**config.mk**
```make
export PLATFORM = sky130hd
export DESIGN_NAME = updn_counter_param
export DESIGN_NICKNAME = d
export VERILOG_FILES = /design/src/rtl/updn_counter_param.sv
export SDC_FILE = /design/constraint.sdc
export NUM_CORES = 1
export LEC_CHECK = 0
export BUFFER_PORTS_ARGS = -buffer_cell sky130_fd_sc_hd__buf_2
export CAP_MARGIN = 15
export CELL_PAD_IN_SITES_DETAIL_PLACEMENT = 1
export CELL_PAD_IN_SITES_GLOBAL_PLACEMENT = 2
export CORE_MARGIN = 4
export CORE_UTILIZATION = 28
export CTS_BUF_LIST = sky130_fd_sc_hd__clkbuf_8
export DETAILED_ROUTE_END_ITERATION = 12
export PLACE_DENSITY = 0.77
export SYNTH_ARGS = -nofsm -noshare
export SYNTH_HDL_FRONTEND = slang
export SYNTH_SLANG_ARGS = --single-unit
```
**constraint.sdc**
```tcl
create_clock -name clk -period 1.85 [get_ports clk]
set_input_delay 0.0925 -clock clk [delete_from_list [all_inputs] [get_ports clk]]
set_output_delay 0.0925 -clock clk [all_outputs]
set_load 0.02 [all_outputs]
```
**src/rtl/updn_counter_param.sv**
```systemverilog
// rtl/updn_counter_param.sv - parametrised up/down counter with load, wrap/tc flags and sticky overflow
// Define UPDN_CNT_SATURATE_EN to saturate at the boundaries instead of wrapping.
module updn_counter_param #(
  parameter int              WIDTH = 5,
  parameter logic [WIDTH-1:0] MAXV  = {WIDTH{1'b1}},
  parameter logic [WIDTH-1:0] INIT  = '0
) (
  input  logic             clk,
  input  logic             reset,
  input  logic             en,
  input  logic             up,
  input  logic             load,
  input  logic [WIDTH-1:0] load_val,
  input  logic             clr_ovf,
  output logic [WIDTH-1:0] out,
  output logic             tc,
  output logic             wrap,
  output logic             ovf
);

  logic [WIDTH-1:0] out_q, out_d;
  logic             wrap_q, wrap_d;
  logic             ovf_q, ovf_d;
  logic             at_bound;

  always_comb begin
    out_d    = out_q;
    wrap_d   = 1'b0;
    ovf_d    = ovf_q & ~clr_ovf;
    at_bound = up ? (out_q == MAXV) : (out_q == '0);
    if (load) begin
      out_d = (load_val > MAXV) ? MAXV : load_val;
    end else if (en) begin
      if (!at_bound) begin
        out_d = up ? out_q + 1'b1 : out_q - 1'b1;
      end else begin
        // A crossing sets ovf even when clr_ovf is asserted on the same edge.
        ovf_d = 1'b1;
`ifdef UPDN_CNT_SATURATE_EN
        out_d = out_q;
`else
        out_d  = up ? '0 : MAXV;
        wrap_d = 1'b1;
`endif
      end
    end
  end

  always_ff @(posedge clk) begin
    if (!reset) begin
      out_q  <= INIT;
      wrap_q <= 1'b0;
      ovf_q  <= 1'b0;
    end else begin
      out_q  <= out_d;
      wrap_q <= wrap_d;
      ovf_q  <= ovf_d;
    end
  end

  assign out  = out_q;
  assign wrap = wrap_q;
  assign ovf  = ovf_q;
  assign tc   = up ? (out_q == MAXV) : (out_q == '0);

endmodule
```
==> results.sh <==
export IMPL_die_area_um2=2760
export IMPL_ys_types=30
export IMPL_nets=101
export IMPL_hpwlAfterDp_mm=1.13
export IMPL_die_y_um=52.5
export IMPL_tightest_slew_ns=0.405
export IMPL_timing_rr_start="out[0]$_SDFFE_PN0P_"
export IMPL_num_vias=528
export IMPL_firstDrtPassIters=2
export IMPL_hold_path_class="primary input to flip-flop"
export IMPL_worst_r2r_path_depth=6
export IMPL_clock_latency_ns=0.23
export IMPL_most_common_layout_cells="buf_2 (18), dfxtp_1 (7), inv_1 (5), o21ai_0 (5)"
export IMPL_grt_usage=0.116
export IMPL_max_freq_ghz=0.607
export IMPL_syn_cell_area_um2=556
export IMPL_crit_path_start_kind="flip-flop"
export IMPL_cts_setup_buffers=0
export IMPL_synth_seq_cells=7
export IMPL_nFillCells=240
export IMPL_hold_path_depth=4
export IMPL_drc=0
export IMPL_synth_warnings=0
export IMPL_drv_cap=0
export IMPL_crit_arrival_ns=1.76
export IMPL_layout_commonest_cell="buf_2"
export IMPL_cp_end_kind="flip-flop"
export IMPL_hold_viol=0
export IMPL_synth_top_area_cell="dfxtp_1"
export IMPL_coreArea_um2=1800
export IMPL_io_pins=19
export IMPL_reg2reg_to="out[4]$_SDFFE_PN0P_"
export IMPL_drtIter0Drc=8
export IMPL_portBuffers=18
export IMPL_crit_path_max_fanout=6
export IMPL_drive_above_1_share=0.353
export IMPL_place_gp_congestion=0.654
export IMPL_cellPowerDensity_nw_per_um2=815
export IMPL_die_x_um=52.5
export IMPL_syn_nets=79
export IMPL_clock_path_buffers=2
export IMPL_rows=15
export IMPL_wl_mm=1.38
export IMPL_syn_inst=64
export IMPL_critical_path_class="flip-flop to flip-flop"
export IMPL_finalSetupTns_ns=0
export IMPL_clk_pin_slew_ns=0.04
export IMPL_vdd_drop_max_v=0.000674
export IMPL_antenna_found_initial=0
export IMPL_skew_ns=0.00503
export IMPL_synth_top_cells_by_area="dfxtp_1 (25%), ha_1 (6.8%), xnor2_1 (4.7%)"
export IMPL_status="completed"
export IMPL_post_route_min_period_ns=1.65
export IMPL_drv_slew=0
export IMPL_grt_pass1_vias=551
export IMPL_cts_hold_buf=0
export IMPL_start_util=0.308
export IMPL_reg2reg_setup_slack_ns=0.20
export IMPL_p_leak_uw=0.000325
export IMPL_grt_overflow_total=0
export IMPL_cts_tree="built"
export IMPL_cts_htree_levels=1
export IMPL_ant_nets=0
export IMPL_wl_per_cell_um=12.6
export IMPL_fin_util=0.398
export IMPL_grt_max_degree=12
export IMPL_antennaDiodeCount=0
export IMPL_period_share=0.891
export IMPL_numCtsBuffers=3
export IMPL_holdCritStartpoint="clr_ovf"
export IMPL_cts_resized=0
export IMPL_required_ns=1.96
export IMPL_grt_setup_unrepaired="no"
export IMPL_grt_pass1_wl_mm=2.37
export IMPL_setup_viol=0
export IMPL_ys_seq_area_frac=0.252
export IMPL_worstHoldEndpoint="ovf$_SDFF_PN0_"
export IMPL_synthDominantCellAreaShare=0.252
export IMPL_postSynthAreaPerCell_um2=8.68
export IMPL_area_growth_pct=29.1
export IMPL_relSlewSlack=0.729
export IMPL_via_per_inst=4.80
export IMPL_finalPower_uw=584
export IMPL_clkSinkCount=7
export IMPL_cts_root_buf="clkbuf_8"
per-layer routing:
metal  GRT usage  share of wire  wire (um)
met1       0.139           0.48        663
met2       0.194           0.47        644
met3      0.0456          0.054         75
met4      0.0255              0          0
met5           0              0          0
metrics by stage:
step / hold WS (ns) / worst slack (ns) / instances / cell area (um2)
after floorplan: 0.293 / 0.174 / 64 / 556
after global placement: 0.392 / 0.189 / 106 / 672
after detailed placement: 0.415 / 0.166 / 106 / 672
after CTS: 0.182 / 0.165 / 110 / 717
after global routing: 0.209 / 0.0946 / 110 / 717
final: 0.182 / 0.202 / 110 / 717
logic make-up (layout without fill, tap and decap cells):
kind of cell             Yosys count  in the layout  synth area share
adder cells (fa/ha/maj)            4              4             0.104
buffers and inverters              6             27            0.0495
AO/OA/AOI/OAI                     17             17             0.227
XOR/XNOR                           5              5            0.0788
AND/OR/NAND/NOR                   25             25             0.288
flip-flops                         7              7             0.252
area by class of cell:
type	count	area, um2	share of cell area
inverters	4	15.0	0.0209
multi-input cells	51	388	0.541
flip-flops and latches	7	140	0.195
well taps	25	31.3	0.0436
repair buffers	19	97.6	0.136
clock buffers	3	41.3	0.0576
clock inverters	1	3.75	0.00524
state kept, by name (all words and copies together) (netlist names):
name  flops
out       5
ovf       1
wrap      1
critical path, cell delays in order, from the launching register on:
cell and delay, ns:
dfxtp_1 0.45, inv_1 0.10, fa_1 0.42, nand2b_1 0.16, a21oi_1 0.17, xnor2_1 0.13
o21ai_0 0.10
worst max path at each step:
stage | cells past startpoint | to | slack (ns) | from
5_1_grt | 6 | out[4]$_SDFFE_PN0P_ | 0.09 | out[0]$_SDFFE_PN0P_
6_report | 6 | out[4]$_SDFFE_PN0P_ | 0.20 | out[0]$_SDFFE_PN0P_
3_3_place_gp | 6 | out[4]$_SDFFE_PN0P_ | 0.19 | out[0]$_SDFFE_PN0P_
2_1_floorplan | 6 | out[4]$_SDFFE_PN0P_ | 0.17 | out[0]$_SDFFE_PN0P_
4_1_cts | 6 | out[4]$_SDFFE_PN0P_ | 0.16 | out[0]$_SDFFE_PN0P_
3_5_place_dp | 6 | out[4]$_SDFFE_PN0P_ | 0.17 | out[0]$_SDFFE_PN0P_
power by group:
group | switching [uW] | leakage, uW | internal [uW]
registers | 19.7 | 0.0000577 | 166
clock network | 68.3 | 0.0000269 | 144
logic | 99.3 | 0.000241 | 87.1
synth_stat cells:
| cell | instances |
|---|---|
| buf_4 | 1 |
| nor2_1 | 4 |
| clkbuf_2 | 1 |
| and3_2 | 1 |
| a22o_4 | 1 |
| nor3_1 | 1 |
| nand2_1 | 4 |
| inv_1 | 4 |
| xnor2_1 | 3 |
| a21o_1 | 1 |
| and4_4 | 1 |
| nor4_4 | 1 |
| o21ai_0 | 5 |
| xor2_1 | 2 |
| nor2b_1 | 3 |
| a21boi_0 | 1 |
| nand3_1 | 1 |
| nand2b_1 | 4 |
| o31a_2 | 1 |
| o41a_1 | 1 |
| a221oi_1 | 1 |
| and2_2 | 3 |
| ha_1 | 3 |
| o311ai_0 | 1 |
| o311a_1 | 1 |
| a21oi_1 | 4 |
| and2_1 | 1 |
| fa_1 | 1 |
| dfxtp_1 | 7 |
| nor3b_1 | 1 |
No activity file was read; power rests on OpenSTA's default activity.
